--- config.mk ---
export PLATFORM = sky130hd
export DESIGN_NAME = dmem_ctrl
export DESIGN_NICKNAME = d
export VERILOG_FILES = /design/src/rtl/dmem_ctrl.sv
export SDC_FILE = /design/constraint.sdc
export NUM_CORES = 1
export LEC_CHECK = 0
export BUFFER_PORTS_ARGS = -buffer_cell sky130_fd_sc_hd__buf_2
export CAP_MARGIN = 40
export CORE_UTILIZATION = 40
export DETAILED_ROUTE_END_ITERATION = 12
export MAX_ROUTING_LAYER = met4
export PLACE_DENSITY = 0.65
export SLEW_MARGIN = 20
export SYNTH_ARGS = -nofsm -noshare
export SYNTH_HDL_FRONTEND = slang
export SYNTH_SLANG_ARGS = --single-unit
--- constraint.sdc ---
create_clock -name clk -period 3.5 [get_ports clk]
set_clock_uncertainty 0.05 [all_clocks]
set_input_delay 0.525 -clock clk [delete_from_list [all_inputs] [get_ports clk]]
set_output_delay 0.525 -clock clk [all_outputs]
set_load 0.01 [all_outputs]
--- src/rtl/dmem_ctrl.sv ---
// -----------------------------------------------------------------------------
// dmem_ctrl -- data-memory access controller between EX and MEM.
//
// Accepts one load/store per instruction from EX, runs a single req/ack bus
// transaction, stalls the pipeline until the bus answers, and presents the
// aligned, extended load data as a one-cycle result to MEM.
//
// Optional feature macro: DMEM_TIMEOUT_EN
//   defined   : a watchdog aborts a REQ that sees no ack for TIMEOUT_CYC
//               cycles and completes the op with bus_err=1.
//   undefined : REQ waits indefinitely, bus_err stays 0, no counter exists.
//
// Parameters
//   ADDR_W      byte-address width on the EX side and the bus side
//   TIMEOUT_CYC REQ cycles without ack before abort (watchdog build only)
//
// Ports
//   clk, rst_n          rising-edge clock, asynchronous active-low reset
//   ex_valid/we/size/signed/addr/wdata
//                       memory op presented by EX
//   stall               freeze PC and IF/ID/EX registers
//   mem_valid           one-cycle completion pulse
//   mem_out             load result (0 for stores and errors)
//   misalign, bus_err   qualifiers of mem_valid
//   dbus_req/we/addr/be/wdata
//                       bus request side (registered, stable during REQ)
//   dbus_rdata, dbus_ack
//                       bus response side
// -----------------------------------------------------------------------------
module dmem_ctrl #(
    parameter int ADDR_W      = 32,
    parameter int TIMEOUT_CYC = 16
) (
    input  logic              clk,
    input  logic              rst_n,
    input  logic              ex_valid,
    input  logic              ex_we,
    input  logic [1:0]        ex_size,
    input  logic              ex_signed,
    input  logic [ADDR_W-1:0] ex_addr,
    input  logic [31:0]       ex_wdata,
    output logic              stall,
    output logic              mem_valid,
    output logic [31:0]       mem_out,
    output logic              misalign,
    output logic              bus_err,
    output logic              dbus_req,
    output logic              dbus_we,
    output logic [ADDR_W-1:0] dbus_addr,
    output logic [3:0]        dbus_be,
    output logic [31:0]       dbus_wdata,
    input  logic [31:0]       dbus_rdata,
    input  logic              dbus_ack
);

    typedef enum logic [1:0] {
        IDLE = 2'b00,
        REQ  = 2'b01,
        DONE = 2'b10
    } state_e;

    state_e state_q, state_d;

    // Latched op (held stable for the whole REQ phase)
    logic              we_q;
    logic [1:0]        size_q;
    logic              sgn_q;
    logic [1:0]        lo_q;
    logic [ADDR_W-1:0] addr_q;
    logic [3:0]        be_q;
    logic [31:0]       wdata_q;

    // Completion outputs, loaded on the transition into DONE
    logic        mem_valid_q, mem_valid_d;
    logic [31:0] mem_out_q, mem_out_d;
    logic        misalign_q, misalign_d;
    logic        bus_err_q, bus_err_d;

    logic stall_s;
    logic misal_s;
    logic accept_s;
    logic timeout_s;

    function automatic logic is_misaligned(input logic [1:0] size, input logic [1:0] lo);
        case (size)
            2'b00:   is_misaligned = 1'b0;
            2'b01:   is_misaligned = lo[0];
            2'b10:   is_misaligned = (lo != 2'b00);
            default: is_misaligned = 1'b1;
        endcase
    endfunction

    // Only called for aligned ops, so the shifted pattern never leaves 4 bits.
    function automatic logic [3:0] byte_en(input logic [1:0] size, input logic [1:0] lo);
        case (size)
            2'b00:   byte_en = 4'b0001 << lo;
            2'b01:   byte_en = 4'b0011 << lo;
            default: byte_en = 4'b1111;
        endcase
    endfunction

    function automatic logic [31:0] store_data(input logic [1:0] size, input logic [31:0] wdata);
        case (size)
            2'b00:   store_data = {4{wdata[7:0]}};
            2'b01:   store_data = {2{wdata[15:0]}};
            default: store_data = wdata;
        endcase
    endfunction

    // Move the addressed lane down to bit 0, then extend; words pass untouched.
    function automatic logic [31:0] load_format(input logic [1:0] size, input logic sgn,
                                                input logic [1:0] lo, input logic [31:0] rdata);
        logic [31:0] lane;
        lane = rdata >> {lo, 3'b000};
        case (size)
            2'b00:   load_format = {{24{sgn & lane[7]}}, lane[7:0]};
            2'b01:   load_format = {{16{sgn & lane[15]}}, lane[15:0]};
            default: load_format = rdata;
        endcase
    endfunction

    assign misal_s  = is_misaligned(ex_size, ex_addr[1:0]);
    assign accept_s = (state_q == IDLE) && ex_valid;

`ifdef DMEM_TIMEOUT_EN
    localparam int CNT_W = (TIMEOUT_CYC > 1) ? $clog2(TIMEOUT_CYC) : 1;

    logic [CNT_W-1:0] cnt_q;

    // Watchdog counter: zero outside REQ, counts REQ cycles that saw no ack
    always_ff @(posedge clk or negedge rst_n) begin
        if (!rst_n) begin
            cnt_q <= {CNT_W{1'b0}};
        end else if ((state_q == REQ) && !dbus_ack) begin
            cnt_q <= cnt_q + {{(CNT_W-1){1'b0}}, 1'b1};
        end else begin
            cnt_q <= {CNT_W{1'b0}};
        end
    end

    // The final no-ack REQ cycle is the one where the count would reach the limit.
    assign timeout_s = (state_q == REQ) && !dbus_ack && (cnt_q == CNT_W'(TIMEOUT_CYC - 1));
`else
    assign timeout_s = 1'b0;
`endif

    // FSM state register
    always_ff @(posedge clk or negedge rst_n) begin
        if (!rst_n) begin
            state_q <= IDLE;
        end else begin
            state_q <= state_d;
        end
    end

    // FSM next-state logic; ack takes priority over a same-cycle timeout
    always_comb begin
        state_d = state_q;
        case (state_q)
            IDLE: begin
                if (ex_valid) begin
                    state_d = misal_s ? DONE : REQ;
                end else begin
                    state_d = IDLE;
                end
            end
            REQ: begin
                if (dbus_ack || timeout_s) begin
                    state_d = DONE;
                end else begin
                    state_d = REQ;
                end
            end
            DONE:    state_d = IDLE;
            default: state_d = IDLE;
        endcase
    end

    // FSM output logic: stall plus next values of the completion registers
    always_comb begin
        stall_s     = 1'b0;
        mem_valid_d = 1'b0;
        mem_out_d   = 32'h0000_0000;
        misalign_d  = 1'b0;
        bus_err_d   = 1'b0;
        case (state_q)
            IDLE: begin
                stall_s     = ex_valid;
                mem_valid_d = ex_valid & misal_s;
                misalign_d  = ex_valid & misal_s;
            end
            REQ: begin
                stall_s = 1'b1;
                if (dbus_ack) begin
                    mem_valid_d = 1'b1;
                    mem_out_d   = we_q ? 32'h0000_0000
                                       : load_format(size_q, sgn_q, lo_q, dbus_rdata);
                end else if (timeout_s) begin
                    mem_valid_d = 1'b1;
                    bus_err_d   = 1'b1;
                end else begin
                    mem_valid_d = 1'b0;
                end
            end
            // DONE ignores ex_valid: EX still shows the completed op.
            DONE:    stall_s = 1'b0;
            default: stall_s = 1'b0;
        endcase
    end

    // Op latch: captured once on acceptance of an aligned op
    always_ff @(posedge clk or negedge rst_n) begin
        if (!rst_n) begin
            we_q    <= 1'b0;
            size_q  <= 2'b00;
            sgn_q   <= 1'b0;
            lo_q    <= 2'b00;
            addr_q  <= {ADDR_W{1'b0}};
            be_q    <= 4'b0000;
            wdata_q <= 32'h0000_0000;
        end else if (accept_s && !misal_s) begin
            we_q    <= ex_we;
            size_q  <= ex_size;
            sgn_q   <= ex_signed;
            lo_q    <= ex_addr[1:0];
            addr_q  <= {ex_addr[ADDR_W-1:2], 2'b00};
            be_q    <= byte_en(ex_size, ex_addr[1:0]);
            wdata_q <= store_data(ex_size, ex_wdata);
        end
    end

    // Completion registers: non-zero only during the DONE cycle
    always_ff @(posedge clk or negedge rst_n) begin
        if (!rst_n) begin
            mem_valid_q <= 1'b0;
            mem_out_q   <= 32'h0000_0000;
            misalign_q  <= 1'b0;
            bus_err_q   <= 1'b0;
        end else begin
            mem_valid_q <= mem_valid_d;
            mem_out_q   <= mem_out_d;
            misalign_q  <= misalign_d;
            bus_err_q   <= bus_err_d;
        end
    end

    assign stall      = stall_s;
    assign mem_valid  = mem_valid_q;
    assign mem_out    = mem_out_q;
    assign misalign   = misalign_q;
    assign bus_err    = bus_err_q;
    assign dbus_req   = (state_q == REQ);
    assign dbus_we    = we_q;
    assign dbus_addr  = addr_q;
    assign dbus_be    = be_q;
    assign dbus_wdata = wdata_q;

endmodule

Yosys cells after proc, flatten, opt, wreduce, memory -nomap -nowiden. Cells that the tools add are included.

Bitwise gates (word level): 3. Mux-type cells: 15. Reductions and logical operators: 7. Div/mod/pow operators: 0. Shift operators: 3. Order comparisons: 0. $add $sub $neg: 0. Multipliers: 0. Equality and inequality tests: 4.

Operators by type and width (number): $pmux 32 s2 (2); $mux 32 (3); $shr 32x5->16 (1); $pmux 4 s2 (1); $eq 2x1->1 const B (3); $logic_not 2->1 (3); $mux 2 (3); $pmux 1 s2 (2); $pmux 2 s2 (1); $shl 1x2->4 const A (1); $shl 2x2->4 const A (1); $and 1x1->1 (3); $pmux 1 s3 (1); $eq 2x2->1 const B (1); $logic_and 1x1->1 (2); $mux 1 (2); $reduce_bool 2->1 (1); $logic_not 1->1 (1).

Register bits after elaboration: 108. Memory bits (read-only): 0. Memory bits (writable): 0. Bits in latches: 0. Output and inout bits: 106. Logic and storage cells: 43. Memories: 0.

Longest topological paths before layout.
Depth in word-level cells: 6. Gate-level depth with buffers: 6. Depth with buffers taken out: 4.

Least setup slack after synthesis. Ideal clock, no wire load.

Path type: input-to-reg. Start point: in ex_size[1]. End point: reg wdata_q[10] (netlist: dbus_wdata[10]). Data arrival time: 1.595 ns. Buffers on the path: 1. Path slack: 1.730 ns. Cell stages on the path: 4. Cell sequence: buf_2 -> nor2_2 -> mux2_2 -> mux2_4.

Cells in the longest elaborated chain, start to end: 4. Elaborated cells between the ends (all ways): 7. Classes of those cells: 2 x eq/ne; 2 x mux; 3 x reduce/logical.

Ends and longest elaborated chain: from (decl) (RTL line 38) `input logic [1:0] ex_size,`; $eq 2x2->1 (tied with other cells) (RTL line 85) `case (size)`; $pmux 1 s3 (RTL line 85); $logic_not 1->1 (RTL line 221) `end else if (accept_s && !misal_s) begin`; $logic_and 1x1->1 (RTL line 221); to (signal assigned) (RTL line 228) `wdata_q <= store_data(ex_size, ex_wdata);`; to (decl) (RTL line 71) `logic [31:0] wdata_q;`.

Several ways; a longest one is shown, not always the timed one. A chain may end at the register's enable or synchronous reset.

==> metrics.md <==
| Metric | Value |
|---|---|
| Status | `finished clean` |
| Sequential area share after synthesis | `0.5058` |
| Crit end category | `register` |
| N_diodes | `0` |
| Setup Viol. Count Final | `0` |
| Placed Cells | `736` |
| Mapped cell area | `5294 µm²` |
| Post-detail-place hpwl | `8.946 mm` |
| Share of layout cells above drive strength 1 | `0.5734` |
| Drt initial violations | `261` |
| Max-cap viol count | `0` |
| CP startpoint kind | `register` |
| Via-to-Cell Ratio | `5.146` |
| Netlist cell types | `45` |
| Initial core utilization | `0.4144` |
| Final period utilization | `0.6145` |
| VDD IR max | `0.0003192 V` |
| Post-synth EDFFs | `0` |
| RSZ-0062 raised after global routing | `no` |
| Commonest non-fill, non-tap cell in the layout | `buf_2` |
| Setup Slack @ Placement | `1.043 ns` |
| Synth warn | `0` |
| Reg-to-reg startpoint | `mem_valid$_DFF_PN0_` |
| CTS Sinks | `107` |
| Largest net degree at the start of global routing | `108` |
| Clock Path Buffers | `2` |
| Core area | `12770 µm²` |
| Fin cells | `751` |
| Clk_lat worst skew | `0.33 ns` |
| Wirelength per Cell | `16.52 µm` |
| Routability cong. | `0.8336` |
| Origin of the worst setup path | `mem_valid$_DFF_PN0_` |
| Number of fill cells | `1121` |
| Vias in the first global route | `3809` |
| CTS tree | `done` |
| Hold crit path type | `in2async` |
| CTS H-Tree Depth | `3` |
| IO Count | `210` |
| Synth async-reset ratio | `1.000` |
| Worst EP required | `3.69 ns` |
| Critical path fanouts, max | `26` |
| Slack of the critical path | `1.349 ns` |
| First-pass detailed-route iteration total | `4` |
| Post-Route WL | `12.41 mm` |
| Number of setup buffers added after CTS | `0` |
| Total congestion overflow | `0` |
| Horiz. Die Dim | `117.0 µm` |
| Final Hold Viols | `0` |
| Die height | `117.0 µm` |
| Most frequent cells in the layout | `buf_2 (205), dfrtp_1 (107), mux2_4 (69), mux2_2 (25)` |
| CP arrival | `2.34 ns` |
| Power Dens Cells | `656.9 nW/µm²` |
| Setup TNS Final | `0 ns` |
| Die area | `13700 µm²` |
| Clock buffer count from CTS | `9` |
| Cells after Synth | `384` |
| Initial antenna violation count | `0` |
| Fin crit period | `2.151 ns` |
| Port bufs | `206` |
| Syn_area_per_cell | `13.79 µm²` |
| Fin. max-slew vios | `0` |
| Layout net count | `679` |
| Cts hold-fix bufs | `0` |
| Leak | `3.478 nW` |
| Row count | `41` |
| Most used DFF post-synth | `dfrtp_1` |
| Max-slew headroom | `0.5345` |
| Area grow syn2layout | `25.67%` |
| Vias | `3865` |
| Root Driver | `clkbuf_16` |
| First-pass GRT wire length | `19.35 mm` |
| Measured slew at the worst slew-check pin | `0.6969 ns` |
| Crit path kind | `reg2reg` |
| Fin util | `0.5208` |
| Total global-route track usage | `0.1908` |
| F_max | `465.0 MHz` |
| Clk pin slew, worst setup/hold paths | `0.07 ns` |
| Yosys reg bits | `107` |
| Resized cells post-CTS | `0` |
| Routed Antenna Nets | `0` |
| Hold slack | `0.2179 ns` |
| DRC Markers | `0` |
-- worst paths after layout --
check                                            endpoint  slack [ns]  cells after the start
worst max register to register      mem_out[29]$_DFF_PN0_        1.35                      3
min in group clk                dbus_addr[29]$_DFFE_PN0P_        0.37                      2
max in group asynchronous          dbus_be[1]$_DFFE_PN0P_        2.79                      2
worst max-delay path                mem_out[29]$_DFF_PN0_        1.35                      3
worst min-delay path            dbus_addr[19]$_DFFE_PN0P_        0.22                      2
worst min register to register     dbus_be[2]$_DFFE_PN0P_        0.43                      1
-- cells in the mapped netlist, types with 3 or more instances --
cell      count  area [µm²]
a21oi_1      11       55.05
a221oi_1      7       61.31
buf_2        11       55.05
buf_4         4       30.03
buf_6        10       112.6
clkbuf_1      7       26.28
dfrtp_1     107        2678
inv_1         3       11.26
mux2_2       25       281.5
mux2_4       69        1036
mux2i_1       9       90.09
nand2_1      13       48.80
nand2b_1      4       25.02
nand3_1      16       80.08
nor2_1        6       22.52
nor2b_1       3       18.77
o211ai_1     16       120.1
o21ai_0      10       50.05
o221a_2       7       78.83
o22a_1        7       61.31
o31ai_1      10       75.07
-- layout make-up --
cell class,instances,area [µm²],share of cell area
multi-input cells,242,2381,0.3579
repair buffers,212,1091,0.1640
inverters,3,11.26,0.001693
clock inverters,3,40.04,0.006018
clock buffers,12,236.5,0.03555
flip-flops and latches,107,2678,0.4025
well taps,172,215.2,0.03235
-- registers in the layout (all words and copies together) (netlist names), 2 cells and up --
name        cells
dbus_addr      30
size_q          2
dbus_be         4
dbus_wdata     32
lo_q            2
mem_out        32
-- report_power, final --
part | switching (mW) | total [mW] | internal (mW) | leakage, nW
clock network | 0.416 | 0.966 | 0.550 | 0.136
logic | 0.699 | 1.56 | 0.865 | 2.01
registers | 0.263 | 1.84 | 1.58 | 1.34
total | 1.38 | 4.37 | 2.99 | 3.48
-- routing by layer --
metal	part of all wire	global-route usage	up-vias
met1	0.44	0.2413	1868
met5	0	-	-
li1	-	-	1793
met4	0.015	0.05823	0
met3	0.071	0.04274	17
met2	0.47	0.3057	187
-- worst max-delay path, stage by stage, from the launching register on --
cell	delay (ns)
dfrtp_1	0.43
and4bb_2	0.65
nand4_1	0.60
o211ai_1	0.30
-- cell families after synthesis --
logic type | synth area share
AND/OR/NAND/NOR | 0.06027
multiplexers | 0.2723
other | 0.0007084
buffers and inverters | 0.04585
XOR/XNOR | 0.003310
flip-flops | 0.5058
AO/OA/AOI/OAI | 0.1118
-- stage by stage --
stage          total power [mW]  instance area [µm²]
5_1_grt                   4.635                 6653
2_1_floorplan             2.873                 5301
4_1_cts                   4.421                 6653
3_3_place_gp              3.392                 6376
3_5_place_dp              3.422                 6376
6_report                  4.370                 6653
Power figures use the tool's default switching activity.
